===== src/rtl/xadc_drp_arbiter.sv =====
// Arbitrates the XADC DRP port between Wishbone and a periodic four-channel status poller.
// Define XADC_DRP_TIMEOUT_EN to bound each DRP wait to TIMEOUT cycles (Wishbone side reports wb_err_o).
module xadc_drp_arbiter #(
  parameter int POLL_PERIOD = 100000,
  parameter int TIMEOUT     = 255
) (
  input  logic        wb_clk_i,
  input  logic        wb_rst_n_i,
  input  logic        wb_cyc_i,
  input  logic        wb_stb_i,
  input  logic        wb_we_i,
  input  logic [31:0] wb_adr_i,
  input  logic [3:0]  wb_sel_i,
  input  logic [31:0] wb_dat_i,
  output logic [31:0] wb_dat_o,
  output logic        wb_ack_o,
  output logic        wb_err_o,
  output logic [6:0]  drp_daddr_o,
  output logic        drp_den_o,
  output logic        drp_dwe_o,
  output logic [15:0] drp_di_o,
  input  logic [15:0] drp_do_i,
  input  logic        drp_drdy_i,
  output logic [15:0] temp_o,
  output logic [15:0] vccint_o,
  output logic [15:0] vccaux_o,
  output logic [15:0] vbram_o,
  output logic        poll_done_o,
  output logic        poll_overrun_o
);

  localparam int PW = $clog2(POLL_PERIOD);
  localparam logic [PW-1:0] PERIOD_RELOAD = PW'(POLL_PERIOD - 1);

  localparam logic [1:0] IDLE      = 2'd0;
  localparam logic [1:0] WB_WAIT   = 2'd1;
  localparam logic [1:0] POLL_WAIT = 2'd2;
  localparam logic [1:0] WB_ACK    = 2'd3;

  function automatic logic [6:0] chan_addr(input logic [1:0] idx);
    case (idx)
      2'd0:    chan_addr = 7'h00;
      2'd1:    chan_addr = 7'h01;
      2'd2:    chan_addr = 7'h02;
      default: chan_addr = 7'h06;
    endcase
  endfunction

  logic [1:0]    state_q, state_d;
  logic [1:0]    idx_q, idx_d;
  logic [PW-1:0] period_q, period_d;
  logic          pending_q, pending_d;
  logic          overrun_q, overrun_d;
  logic          den_q, den_d;
  logic          dwe_q, dwe_d;
  logic [6:0]    daddr_q, daddr_d;
  logic [15:0]   di_q, di_d;
  logic [15:0]   dat_q, dat_d;
  logic          ack_q, ack_d;
  logic          done_q, done_d;
  logic [15:0]   cache_q [4];
  logic [15:0]   cache_d [4];
  logic          poll_advance;

`ifdef XADC_DRP_TIMEOUT_EN
  localparam int WW = $clog2(TIMEOUT + 1);
  logic [WW-1:0] wait_q, wait_d;
  logic          err_q, err_d;
`endif

  // Byte-lane selects and address/data bits outside the DRP window carry no meaning here.
  logic unused_bits;
  assign unused_bits = ^{wb_sel_i, wb_adr_i[31:9], wb_adr_i[1:0], wb_dat_i[31:16]};

  always_comb begin
    state_d      = state_q;
    idx_d        = idx_q;
    period_d     = period_q;
    pending_d    = pending_q;
    overrun_d    = overrun_q;
    den_d        = 1'b0;
    dwe_d        = dwe_q;
    daddr_d      = daddr_q;
    di_d         = di_q;
    dat_d        = dat_q;
    ack_d        = 1'b0;
    done_d       = 1'b0;
    cache_d      = cache_q;
    poll_advance = 1'b0;
`ifdef XADC_DRP_TIMEOUT_EN
    err_d        = 1'b0;
    wait_d       = '0;
`endif

    case (state_q)
      IDLE: begin
        if (wb_cyc_i && wb_stb_i) begin
          den_d   = 1'b1;
          daddr_d = wb_adr_i[8:2];
          dwe_d   = wb_we_i;
          di_d    = wb_dat_i[15:0];
          state_d = WB_WAIT;
        end else if (pending_q) begin
          den_d   = 1'b1;
          daddr_d = chan_addr(idx_q);
          dwe_d   = 1'b0;
          di_d    = 16'h0000;
          state_d = POLL_WAIT;
        end
      end
      WB_WAIT: begin
        if (drp_drdy_i) begin
          dat_d   = drp_do_i;
          ack_d   = 1'b1;
          state_d = WB_ACK;
        end
`ifdef XADC_DRP_TIMEOUT_EN
        else if (wait_q == WW'(TIMEOUT - 1)) begin
          dat_d   = 16'h0000;
          err_d   = 1'b1;
          state_d = IDLE;
        end else begin
          wait_d = wait_q + WW'(1);
        end
`endif
      end
      POLL_WAIT: begin
        if (drp_drdy_i) begin
          cache_d[idx_q] = drp_do_i;
          poll_advance   = 1'b1;
        end
`ifdef XADC_DRP_TIMEOUT_EN
        else if (wait_q == WW'(TIMEOUT - 1)) begin
          poll_advance = 1'b1;
        end else begin
          wait_d = wait_q + WW'(1);
        end
`endif
      end
      default: begin
        state_d = IDLE;
      end
    endcase

    if (poll_advance) begin
      idx_d   = idx_q + 2'd1;
      state_d = IDLE;
      if (idx_q == 2'd3) begin
        pending_d = 1'b0;
        done_d    = 1'b1;
      end
    end

    // Evaluated after the FSM so a new period start wins over a sweep completing in the same cycle.
    if (period_q == '0) begin
      period_d  = PERIOD_RELOAD;
      pending_d = 1'b1;
      if (pending_q) begin
        overrun_d = 1'b1;
      end
    end else begin
      period_d = period_q - PW'(1);
    end
  end

  always_ff @(posedge wb_clk_i or negedge wb_rst_n_i) begin
    if (!wb_rst_n_i) begin
      state_q   <= IDLE;
      idx_q     <= 2'd0;
      period_q  <= PERIOD_RELOAD;
      pending_q <= 1'b0;
      overrun_q <= 1'b0;
      den_q     <= 1'b0;
      dwe_q     <= 1'b0;
      daddr_q   <= 7'h00;
      di_q      <= 16'h0000;
      dat_q     <= 16'h0000;
      ack_q     <= 1'b0;
      done_q    <= 1'b0;
      cache_q   <= '{default: 16'h0000};
`ifdef XADC_DRP_TIMEOUT_EN
      wait_q    <= '0;
      err_q     <= 1'b0;
`endif
    end else begin
      state_q   <= state_d;
      idx_q     <= idx_d;
      period_q  <= period_d;
      pending_q <= pending_d;
      overrun_q <= overrun_d;
      den_q     <= den_d;
      dwe_q     <= dwe_d;
      daddr_q   <= daddr_d;
      di_q      <= di_d;
      dat_q     <= dat_d;
      ack_q     <= ack_d;
      done_q    <= done_d;
      cache_q   <= cache_d;
`ifdef XADC_DRP_TIMEOUT_EN
      wait_q    <= wait_d;
      err_q     <= err_d;
`endif
    end
  end

  assign wb_dat_o       = {16'h0000, dat_q};
  assign wb_ack_o       = ack_q;
`ifdef XADC_DRP_TIMEOUT_EN
  assign wb_err_o       = err_q;
`else
  assign wb_err_o       = 1'b0;
`endif
  assign drp_daddr_o    = daddr_q;
  assign drp_den_o      = den_q;
  assign drp_dwe_o      = dwe_q;
  assign drp_di_o       = di_q;
  assign temp_o         = cache_q[0];
  assign vccint_o       = cache_q[1];
  assign vccaux_o       = cache_q[2];
  assign vbram_o        = cache_q[3];
  assign poll_done_o    = done_q;
  assign poll_overrun_o = overrun_q;

endmodule

===== config.mk =====
export PLATFORM = sky130hd
export DESIGN_NAME = xadc_drp_arbiter
export DESIGN_NICKNAME = d
export VERILOG_FILES = /design/src/rtl/xadc_drp_arbiter.sv
export SDC_FILE = /design/constraint.sdc
export NUM_CORES = 1
export LEC_CHECK = 0
export ABC_AREA = 1
export CORE_AREA = 2 2 126 128
export DETAILED_ROUTE_END_ITERATION = 6
export DIE_AREA = 0 0 128 130
export DONT_BUFFER_PORTS = 1
export HOLD_SLACK_MARGIN = 0.08
export SLEW_MARGIN = 20
export SYNTH_ARGS = -nofsm -noshare
export SYNTH_HDL_FRONTEND = slang
export SYNTH_SLANG_ARGS = --single-unit
export TNS_END_PERCENT = 50

===== constraint.sdc =====
create_clock -name wb_clk_i -period 2.8 [get_ports wb_clk_i]
set_input_delay 0 -clock wb_clk_i [delete_from_list [all_inputs] [get_ports wb_clk_i]]
set_output_delay 0 -clock wb_clk_i [all_outputs]
set_load 0.05 [all_outputs]

-- After elaboration in Yosys (flattened, before gate mapping)
Cells that the tools add are included.
- bits in registers: 130
- output and inout bits: 125
- logic and storage cells: 70
- $add $sub $neg: 2
- $lt $le $gt $ge: 2
- equal/unequal tests: 8
- multiplexer cells: 27
- bitwise logic cells: 1
- reductions and logical operators: 14
- operators by type and width (operator ; count):
    bitwise mux 64 bit ; 1
    2-to-1 mux 16 bit ; 3
    demux 16 bit (select 2 bit) ; 1
    zero test 17 bit ; 1
    2-to-1 mux 17 bit ; 1
    subtractor 17 x 1 -> 17 bit (second input constant) ; 1
    2-to-1 mux 7 bit ; 2
    2-to-1 mux 1 bit ; 13
    AND reduction 2 bit ; 5
    case mux 3 bit (3 select lines) ; 1
    2-to-1 mux 2 bit ; 4
    == test 2 bit (second input constant) ; 3
    case mux 2 bit (3 select lines) ; 1
    nonzero test 2 bit ; 3
    == test 2 x 1 -> 1 bit (second input constant) ; 2
    zero test 2 bit ; 2
    inequality test 4 bit (second input constant) ; 1
    >= comparator 3 bit (second input constant) ; 1
    < comparator 3 x 1 -> 1 bit (second input constant) ; 1
    inequality test 3 bit (second input constant) ; 1
    inverter 2 -> 3 bit ; 1
    AND reduction 3 bit ; 1
    adder 2 x 1 -> 2 bit (second input constant) ; 1
    logical AND 1 bit ; 2
    inequality test 2 bit (second input constant) ; 1

-- Logic depth before layout (Yosys ltp)
Gate-level depths: netlist of run 1.
- depth after elaboration: 6
- gate-level depth with buffers: 8
- depth with buffers taken out: 8

-- Worst setup path before layout of run 1
Ideal clock, no wire load.
- kind: reg-to-reg
- start: register period_q[0]
- end: register pending_q
- data arrival time: 1.218 ns
- data required time: 2.670 ns
- slack: 1.453 ns
- stages on the path, launching flop included: 8
- path buffers: 1
- clock period less this slack: 1.347 ns
- cells stage by stage: dfstp_2 > inv_1 > ha_1 > nand2_1 > nor2_1 > nand3_2 > buf_2 > o21ai_0
- longest elaborated chain between the ends: 3
- elaborated cells on any way between the ends: 5
- classes of those cells: 1 x mux; 4 x reduce/logical
- RTL lines (element ; RTL line ; text):
    start: declaration ; 51 ; logic [PW-1:0] period_q, period_d;
    start signal: assignment ; 188 ; period_q <= period_d;
    zero test 17 bit * ; 155 ; if (period_q == '0) begin
    nonzero test 2 bit (no source line) ; - ;
    AND reduction 2 bit (no source line) ; - ;
    end signal: assignment ; 189 ; pending_q <= pending_d;
    end: declaration ; 52 ; logic pending_q, pending_d;
Every way passes the cells marked *; elsewhere a longest branch is shown, timed or not.
A chain may end at the register's enable or synchronous reset.

-- Worst setup path after layout of run 1
- start: input port wb_stb_i
- end: register daddr_q[2], in the netlist drp_daddr_o[2]
- longest elaborated chain between the ends: 3
- elaborated cells on any way between the ends: 4
- classes of those cells: 1 x mux; 3 x reduce/logical
- RTL lines (element ; RTL line ; text):
    start: declaration ; 10 ; input logic wb_stb_i,
    logical AND 1 bit * ; 97 ; if (wb_cyc_i && wb_stb_i) begin
    nonzero test 2 bit (no source line) ; - ;
    AND reduction 2 bit (no source line) ; - ;
    end signal: assignment ; 193 ; daddr_q <= daddr_d;
    end: declaration ; 56 ; logic [6:0] daddr_q, daddr_d;
Marks and branches as above.

==> results of run 1 <==
-- final timing paths --
kind | startpoint | endpoint | slack (ns)
max | wb_stb_i | drp_daddr_o[2] | 0.27
min | wb_rst_n_i | vbram_o[10] | -0.72
max reg2reg | pending_q | drp_daddr_o[2] | 0.82
min reg2reg | period_q[0] | period_q[0] | 0.46
max in group asynchronous | wb_rst_n_i | period_q[16] | 3.26
min in group wb_clk_i | wb_cyc_i | state_q[1] | 0.16
-- sequential cells by signal, summed over array words and instances, names as in the netlist --
register,count
vccint_o,16
poll_overrun_o,1
drp_dwe_o,1
drp_den_o,1
idx_q,2
temp_o,16
dat_q,16
state_q,2
drp_daddr_o,7
vbram_o,16
period_q,17
vccaux_o,16
wb_ack_o,1
poll_done_o,1
pending_q,1
drp_di_o,16
-- routing by layer --
layer  share of wire  vias up
met3           0.093       10
met5               0        -
met1            0.40     1804
met2            0.49      146
met4           0.014        0
li1                -     1772
-- cells by family (layout without fill, tap and decap cells) --
kind of cell / after synthesis / count (layout) / synth area share
xor gates and xnor gates: 4 / 4 / 0.00669
buffers and inverters: 81 / 121 / 0.0745
DFF: 130 / 130 / 0.623
and+or+nand+nor: 188 / 188 / 0.150
AOI/OAI and AO/OA: 117 / 117 / 0.130
adders and majority gates: 6 / 6 / 0.0143
other: 1 / 17 / 0.000716
-- critical path: cells and delay by family --
| family | cells | cell delay [ns] |
|---|---|---|
| simple gates | 2 | 0.14 |
| compound gates | 2 | 0.65 |
| buf+inv | 5 | 2.05 |
-- cells in the mapped netlist, drive strengths merged --
cell type	count	area share
a211oi	1	0.0014
a21oi	3	0.0029
a22o	21	0.035
buf	35	0.042
clkbuf	2	0.0014
conb	1	0.00072
dfrtp	120	0.57
dfstp	10	0.050
ha	6	0.014
inv	44	0.032
nand2	130	0.095
nand3	16	0.017
nand3b	2	0.0029
nand4	1	0.0012
nor2	37	0.031
nor3	1	0.0019
o211ai	2	0.0029
o21ai	87	0.084
o21bai	2	0.0029
o22ai	1	0.0012
or2	1	0.0012
xnor2	2	0.0033
xor2	2	0.0033
-- power by group --
part           total, µW  internal [µW]  switching, µW
registers           5600           2560           3040
logic               1140            484            656
clock network       2510           1700            820
total               9250           4740           4520
-- repair_timing --
| item | CTS | global route |
|---|---|---|
| gates resized for setup | 0 | 1 |
| hold endpoints to repair | 240 | 130 |
| setup endpoints to repair | 0 | 1 |
-- per-stage QoR --
stage / util / cell area (µm²) / power, µW / cells / hold slack [ns]
finish: 0.418 / 6440 / 9250 / 775 / -0.718
global route: 0.418 / 6440 / 9680 / 775 / -0.744
CTS: 0.417 / 6440 / 9330 / 775 / -0.744
detailed placement: 0.345 / 5320 / 6720 / 699 / -0.293
global placement: 0.345 / 5320 / 6630 / 699 / -0.292
floorplan: - / 5300 / 6350 / 543 / -0.296
-- final cells by class --
cell class                 count  area [µm²]  area share
inverter                      44         165      0.0256
timing repair buffer          45         448      0.0695
clock buffer                  19         443      0.0687
multi-input combinational    332        1650       0.256
tap                          192         240      0.0373
clock inverter                13         231      0.0359
sequential                   130        3270       0.507
==> qor.yml, run 1 <==
outcome:
  status: "finished with violations"
  violations: "negative hold slack"
finish:
  layout-drive-gt1-share: 0.101
  areaGrowthSynthToFinish_pct: 23.0
  fillers: 1458
  layout_commonest_cell: "nand2_1"
  final_nets: 666
  mostFrequentLayoutCells: "nand2_1, dfrtp_1, o21ai_1"
  diodes: 0
placed_design:
  post-place-ws_ns: 1.10
  port_buffers: 0
  place_hpwl_um: 8170
  place_congestion: 0.838
global_route:
  grt_usage: 0.153
  grt-ovfl-total: 0
  gr-max-usage-layer: "met2"
  grt_pass1_wl_um: 19400
  met3_usage: 0.0759
  use_met2: 0.256
  antenna_found_initial: 0
  grt_pass1_vias: 3849
  use_met1: 0.171
  grt_max_degree: 131
worst_setup_path:
  cp_slowest_stage_delay_ns: 0.65
  cp-end-kind: "flop"
  criticalPathCategory: "input pin to flop"
  arrival_ns: 2.84
  crit_path_top_delay_cell: "dlygate4sd3_1"
  crit_top_cell: "dlygate4sd3_1"
  r2r_cells: 5
  crit_chain: "dlygate4sd3_1 -> nand2_2 -> dlygate4sd3_1 -> inv_1 -> o21ai_4 -> inv_1 -> o211ai_1 -> dlygate4sd3_1 -> nand2_1"
  path_max_fanout: 26
  cp.required_ns: 3.10
  critPathLaunchType: "input pin"
drt:
  routed_wl_um: 12500
  drtIter0Drc: 123
  drc: 0
  viasPerCell: 4.82
  wl_per_cell_um: 16.1
  via_count: 3732
  drtAntennaViolNets: 0
  first_pass_iters: 6
timing:
  fmax_mhz: 395
  finalHoldViolations: 130
  rsz0062_at_grt: "false"
  tightest_slew_ns: 1.01
  worst_slack_ns: 0.268
  setup_viol: 0
  relSlewSlack: 0.323
  clock_skew_ns: 0.0111
  final.setup.tns_ns: 0
  slew_viol_final: 0
  fin_crit_sh: 0.904
  whs_ns: -0.718
  period_needed_ns: 2.53
floorplanning:
  initial_utilization: 0.340
  io_pins: 215
  die_x_um: 128
  core_area_um2: 15400
  dieArea_um2: 16600
  die_y_um: 130
  rows: 46
power_and_ir_drop:
  vdd_drop_max_mv: 0.709
  powerDensity_nw_per_um2: 1440
  p_leak_uw: 0.00312
clock_network:
  clock_sinks: 130
  cts_max_level: 4
  post_cts_buffers: 0
  numCtsBuffers: 17
  clock_latency_ns: 0.41
  cts-hold-fix-buffers: 44
  clock_path_buffers: 2
  cts_tree: "done"
  cts_root_buf: "clkbuf_16"
  clkTransAtPathRegs_ns: 0.06
logic_synthesis:
  synth_cells: 527
  yosysWarnings: 0
  syn_avg_cell_area_um2: 9.94
  syn_area_um2: 5240
  ys_seq_area_frac: 0.623
  synth-seq-cells: 130
  synth.distinct_cells: 31
min_path:
  hold_class: "input pin to asynchronous set/reset pin"
job:
  max_cap_viol_count: 0
(Power assumes the default switching activity.)
==> inputs of run 2 (changes only) <==
--- a/config.mk
+++ b/config.mk
@@ -6,13 +6,14 @@
 export NUM_CORES = 1
 export LEC_CHECK = 0
 export ABC_AREA = 1
+export CELL_PAD_IN_SITES_DETAIL_PLACEMENT = 1
+export CELL_PAD_IN_SITES_GLOBAL_PLACEMENT = 2
 export CORE_AREA = 2 2 126 128
 export DETAILED_ROUTE_END_ITERATION = 6
 export DIE_AREA = 0 0 128 130
 export DONT_BUFFER_PORTS = 1
 export HOLD_SLACK_MARGIN = 0.08
-export SLEW_MARGIN = 20
+export PLACE_DENSITY_LB_ADDON = 0.1
 export SYNTH_ARGS = -nofsm -noshare
 export SYNTH_HDL_FRONTEND = slang
 export SYNTH_SLANG_ARGS = --single-unit
-export TNS_END_PERCENT = 50
==> run 2 against run 1 <==
The flow still finishes with violations (negative hold slack). Clock-buffer cell count is the same. Routed wire length grew 9.0%. Sequential share of layout area grew 1.1 points. Flip-flop and latch count is the same. Worst hold slack gained 0.0014 ns. Combinational power is essentially flat. First-iteration DRC count grew 9.8%. Cell count is the same. Critical path depth shrank 4. Via count shrank 0.32%. Design area shrank 2.2%. Power shrank 5.4%. Largest cell class unchanged. Largest power group unchanged. Highest routed layer unchanged.
==> qor.yml, run 2 (synthesis results as in run 1) <==
outcome:
  status: "finished with violations"
  violations: "negative hold slack"
power_and_ir_drop:
  p_leak_uw: 0.00307  # -1.8%
  total_power_uw: 8760  # -5.4%
  powerDensity_nw_per_um2: 1390  # -3.3%
  vdd_drop_max_mv: 0.594  # -16%
clock_network:
  clock_latency_ns: 0.41  # about the same
  numCtsBuffers: 17  # unchanged
  cts_tree: "done"
  clock_path_buffers: 2  # unchanged
  post_cts_buffers: 0  # unchanged
  cts_max_level: 4  # unchanged
  clkTransAtPathRegs_ns: 0.06  # about the same
  cts_root_buf: "clkbuf_16"
  cts_resized: 0  # unchanged
  cts-hold-fix-buffers: 45  # +2.3%
  clock_sinks: 130  # unchanged
floorplanning:
  die_y_um: 130  # unchanged
  io_pins: 215  # unchanged
  die_x_um: 128  # unchanged
  initial_utilization: 0.340  # unchanged
  rows: 46  # unchanged
  core_area_um2: 15400  # unchanged
  dieArea_um2: 16600  # unchanged
worst_setup_path:
  cp.depth: 5  # -4
  arrival_ns: 2.60  # -0.24 ns
  r2r_slack_ns: 0.50  # -0.32 ns
  critPathBufInv: 2  # -3
  r2r_cells: 5  # unchanged
  path_max_fanout: 26  # unchanged
  critPathTopFamily: "compound AO/OA/AOI/OAI gates"
  cp-end-kind: "flop"
  crit_chain: "o21ai_2 -> inv_1 -> o211ai_1 -> dlygate4sd3_1 -> nand2_1"
  criticalPathCategory: "flop to flop"
  crit_path_top_delay_cell: "o21ai_2"
  cp.required_ns: 3.10  # about the same
  critPathLaunchType: "flop"
  cp_slowest_stage_delay_ns: 0.84  # +0.19 ns
finish:
  final_nets: 668  # +0.30%
  diodes: 0  # unchanged
  mostFrequentLayoutCells: "nand2_1, dfrtp_1, o21ai_1"
  fin_cells: 775  # unchanged
  layout_commonest_cell: "nand2_1"
  final_core_util: 0.409  # -0.00900
  fillers: 1717  # +18%
  regMostFlops: "period_q"
  layout-drive-gt1-share: 0.0978  # -0.00343
  largest_reg_flops: 17  # unchanged
  areaGrowthSynthToFinish_pct: 20.3
drt:
  drtIter0Drc: 135  # +9.8%
  via_count: 3720  # -0.32%
  drtAntennaViolNets: 0  # unchanged
  routed_wl_um: 13600  # +9.0%
  viasPerCell: 4.80  # -0.32%
  drc: 0  # unchanged
  wl_per_cell_um: 17.6  # +9.0%
  first_pass_iters: 4  # -2
global_route:
  grt-ovfl-total: 0  # unchanged
  grt_usage: 0.170  # +0.0173
  grt_pass1_vias: 4008  # +4.1%
  grt_pass1_wl_um: 21600  # +12%
  antenna_found_initial: 0  # unchanged
  grt_max_degree: 131  # unchanged
placed_design:
  dp.cells: 700  # +0.14%
  port_buffers: 0  # unchanged
  place_congestion: 0.753  # -10%
  post-place-ws_ns: 1.03  # -0.0623 ns
  place_hpwl_um: 8760  # +7.3%
timing:
  slew_viol_final: 0  # unchanged
  whs_ns: -0.717  # +0.00141 ns
  period_needed_ns: 2.30  # -0.233 ns
  finalHoldViolations: 130  # unchanged
  worst_slack_ns: 0.501  # +0.233 ns
  final.setup.tns_ns: 0  # unchanged
  fmax_mhz: 435  # +10%
  clock_skew_ns: 0.00448  # -0.00665 ns
  relSlewSlack: 0.291  # -0.0318
  fin_crit_sh: 0.821  # -0.0831
  rsz0062_at_grt: "false"
  setup_viol: 0  # unchanged
  tightest_slew_ns: 1.06  # +0.0501 ns
job:
  max_cap_viol_count: 0  # unchanged
min_path:
  hold_class: "input pin to asynchronous set/reset pin"
-- run 2: cell types whose count changed in the layout (fill, tap and decap cells not counted) --
cell	change
inv_6	-1
o21ai_4	-1
clkbuf_8	-1
clkbuf_1	+1
bufinv_16	-5
o21ai_2	+1
buf_4	+1
dlygate4sd3_1	+1
clkinv_2	+4
-- run 2: metal layers --
layer | share of wire | track usage | routed length, µm
met2 | 0.48 | 0.272 | 6560
met3 | 0.095 | 0.0816 | 1300
met4 | 0.016 | 0.0711 | 221
met1 | 0.41 | 0.198 | 5540
met5 | 0 | 0 | 0
-- run 2: final timing paths --
check,from,endpoint
max reg2reg,pending_q,drp_daddr_o[2]
min,wb_rst_n_i,period_q[6]
max in group asynchronous,wb_rst_n_i,period_q[4]
min in group wb_clk_i,wb_dat_i[10],drp_di_o[10]
min reg2reg,period_q[0],period_q[0]
max,pending_q,drp_daddr_o[2]
-- run 2: area by class of cell --
class	instances	area [µm²]	area share
Tap cell	192	240	0.0381
Clock inverter	11	92.6	0.0147
Sequential cell	130	3270	0.518
Clock buffer	19	433	0.0687
Inverter	44	165	0.0262
Multi-Input combinational cell	332	1640	0.261
Timing Repair Buffer	47	465	0.0738
-- run 2: per-stage QoR --
step                      cell area, µm²  hold WS [ns]
after floorplan                     5300        -0.296
after global placement              5330        -0.288
after detailed placement            5330        -0.286
after CTS                           6300        -0.739
after global routing                6300        -0.738
final                               6300        -0.717
-- run 2: worst register-to-register path: stages (launching register included) --
cell,delay [ns]
dfrtp_1,0.40
o21ai_2,0.84
inv_1,0.21
o211ai_1,0.13
dlygate4sd3_1,0.56
nand2_1,0.05
-- run 2: report_power, final --
part           internal [µW]  switching, µW  total, µW
clock network           1200            798       2000
registers               2560           3050       5610
logic                    493            659       1150
total                   4250           4510       8760
==> inputs of run 3 (changes only) <==
--- a/config.mk
+++ b/config.mk
@@ -8,9 +8,9 @@
 export ABC_AREA = 1
 export CELL_PAD_IN_SITES_DETAIL_PLACEMENT = 1
 export CELL_PAD_IN_SITES_GLOBAL_PLACEMENT = 2
-export CORE_AREA = 2 2 126 128
+export CORE_AREA = 2 2 129 131
 export DETAILED_ROUTE_END_ITERATION = 6
-export DIE_AREA = 0 0 128 130
+export DIE_AREA = 0 0 131 133
 export DONT_BUFFER_PORTS = 1
 export HOLD_SLACK_MARGIN = 0.08
 export PLACE_DENSITY_LB_ADDON = 0.1
==> constraint.sdc (replaced) <==
create_clock -name wb_clk_i -period 2.01 [get_ports wb_clk_i]
set_input_delay 0 -clock wb_clk_i [delete_from_list [all_inputs] [get_ports wb_clk_i]]
set_output_delay 0 -clock wb_clk_i [all_outputs]
set_load 0.05 [all_outputs]
==> run 3 against run 2 <==
The flow still finishes with violations (negative hold slack). Cell count increased by 4.5%. Flip-flop and latch count is the same. Via count rose by 0.86%. Power is 40% higher. Design area rose by 1.7%. Clock skew increased by 0.0043 ns. Sequential share of layout area is 0.86 points lower. Critical path depth shrank 1. Global-route usage fell by 0.50 points. Critical endpoint unchanged. Highest routed layer unchanged.
==> qor.yml, run 3 (synthesis results as in run 1) <==
timing:
  clock_skew_ns: 0.00877  # +0.00429 ns
  finalHoldViolations: 130  # unchanged
  fin_crit_sh: 0.857  # +0.0357
  period_needed_ns: 1.72  # -0.577 ns
  final.setup.tns_ns: 0  # unchanged
  rsz0062_at_grt: "false"
  fmax_mhz: 581  # +34%
  tightest_slew_ns: 1.03  # -0.0298 ns
  relSlewSlack: 0.311  # +0.0199
  setup_viol: 0  # unchanged
  slew_viol_final: 0  # unchanged
  whs_ns: -0.721  # -0.00470 ns
global_route:
  grt_pass1_wl_um: 21800  # +0.96%
  grt_pass1_vias: 4043  # +0.87%
  grt-ovfl-total: 0  # unchanged
  grt_usage: 0.165  # -0.00505
  antenna_found_initial: 0  # unchanged
  grt_max_degree: 131  # unchanged
floorplanning:
  die_y_um: 133  # +2.3%
  rows: 47  # +2.2%
  die_x_um: 131  # +2.3%
  core_area_um2: 16200  # +4.8%
  dieArea_um2: 17400  # +4.7%
  io_pins: 215  # unchanged
  initial_utilization: 0.324  # -0.0157
finish:
  areaGrowthSynthToFinish_pct: 22.4
  regMostFlops: "period_q"
  mostFrequentLayoutCells: "nand2_1, dfrtp_1, o21ai_1"
  fillers: 1815  # +5.7%
  final_core_util: 0.396  # -0.0123
  diodes: 0  # unchanged
  final_nets: 673  # +0.75%
  largest_reg_flops: 17  # unchanged
  layout-drive-gt1-share: 0.110  # +0.0124
  layout_commonest_cell: "nand2_1"
  multi_input_area_um2: 1640  # unchanged
  seqCellArea_um2: 3270  # unchanged
power_and_ir_drop:
  swShare: 0.520  # +0.00569
  p_leak_uw: 0.00310  # +1.2%
  vdd_drop_max_mv: 0.957  # +61%
  powerDensity_nw_per_um2: 1910  # +37%
  switchingPower_uw: 6360  # +41%
  comb_power_share: 0.135  # +0.003
  p_int_uw: 5860  # +38%
  power.share.clock: 0.228  # about the same
  seq_power_share: 0.637  # -0.003
clock_network:
  cts_max_level: 4  # unchanged
  clock_path_buffers: 2  # unchanged
  clkTransAtPathRegs_ns: 0.06  # about the same
  clock_latency_ns: 0.42  # about the same
  cts_root_buf: "clkbuf_16"
  numCtsBuffers: 17  # unchanged
  clock_sinks: 130  # unchanged
  cts-hold-fix-buffers: 45  # unchanged
  cts_tree: "done"
worst_setup_path:
  cp-end-kind: "flop"
  path_max_fanout: 26  # unchanged
  cp.required_ns: 2.31  # -0.79 ns
  criticalPathCategory: "flop to flop"
  critPathLaunchType: "flop"
  arrival_ns: 2.02  # -0.58 ns
drt:
  drtAntennaViolNets: 0  # unchanged
  viasPerCell: 4.63  # -3.5%
  first_pass_iters: 6  # +2
  drc: 0  # unchanged
  drtIter0Drc: 112  # -17%
  routed_wl_um: 13600  # +0.17%
  wl_per_cell_um: 16.8  # -4.2%
  via_count: 3752  # +0.86%
min_path:
  hold_class: "input pin to asynchronous set/reset pin"
outcome:
  violations: "negative hold slack"
  status: "finished with violations"
placed_design:
  place_congestion: 0.774  # +2.8%
  place_hpwl_um: 8870  # +1.2%
  port_buffers: 0  # unchanged
job:
  max_cap_viol_count: 0  # unchanged
[run 3: changes by cell type in the layout (fill, tap and decap cells not counted)]
| cell | before | now |
|---|---|---|
| clkbuf_1 | 2 | 1 |
| buf_12 | 0 | 2 |
| bufinv_16 | 1 | 0 |
| clkinv_4 | 2 | 4 |
| clkinv_2 | 6 | 4 |
| inv_6 | 0 | 4 |
| buf_4 | 2 | 5 |
[run 3: power groups by stage]
stage / clock network (µW) / logic, µW / registers (µW)
floorplan: 0 / 1300 / 7550
global placement: 0 / 1480 / 7860
detailed placement: 0 / 1590 / 7870
CTS: 2880 / 1680 / 7820
global route: 2990 / 1960 / 7940
finish: 2780 / 1650 / 7790
[run 3: repair_timing]
item,in CTS,in global routing
hold endpoints to repair,241,130
setup buffers,0,0
gates resized for setup,0,0
[run 3: final timing paths]
check	start	to	slack [ns]	cells past startpoint
setup reg to reg	pending_q	drp_daddr_o[2]	0.29	4
min in group wb_clk_i	wb_dat_i[7]	drp_di_o[7]	0.27	2
hold / removal	wb_rst_n_i	period_q[11]	-0.72	0
hold reg to reg	period_q[0]	period_q[0]	0.45	1
setup / recovery	pending_q	drp_daddr_o[2]	0.29	4
max in group asynchronous	wb_rst_n_i	period_q[7]	2.46	0
[run 3: metal layers]
metal  vias up  wire length, µm  track usage
met1      1843             5700        0.198
met4         0              110       0.0449
met2       119             6550        0.260
met5         -                0            0
li1       1779                -            -
met3        11             1290       0.0857
[run 3: stage by stage]
stage | cells | total power (µW) | hold WS (ns) | worst slack (ns) | cell area, µm²
3_5_place_dp | 733 | 9460 | -0.288 | 0.265 | 5430
4_1_cts | 810 | 12400 | -0.745 | 0.245 | 6410
2_1_floorplan | 543 | 8850 | -0.296 | 0.663 | 5300
6_report | 810 | 12200 | -0.721 | 0.288 | 6410
3_3_place_gp | 733 | 9340 | -0.289 | 0.357 | 5430
5_1_grt | 810 | 12900 | -0.750 | 0.0452 | 6410
[run 3: layout make-up]
cell class / count / share of cell area
clock buffer: 18 / 0.0669
multi-input combinational: 332 / 0.256
clock inverter: 14 / 0.0164
inverter: 44 / 0.0258
sequential: 130 / 0.509
timing repair buffer: 52 / 0.0824
tap: 220 / 0.0429
[run 3: worst max-delay path, stage by stage, from the launching register on]
cell	delay (ns)
dfrtp_1	0.39
o21ai_2	0.82
inv_1	0.19
o211ai_1	0.14
nand2_1	0.07
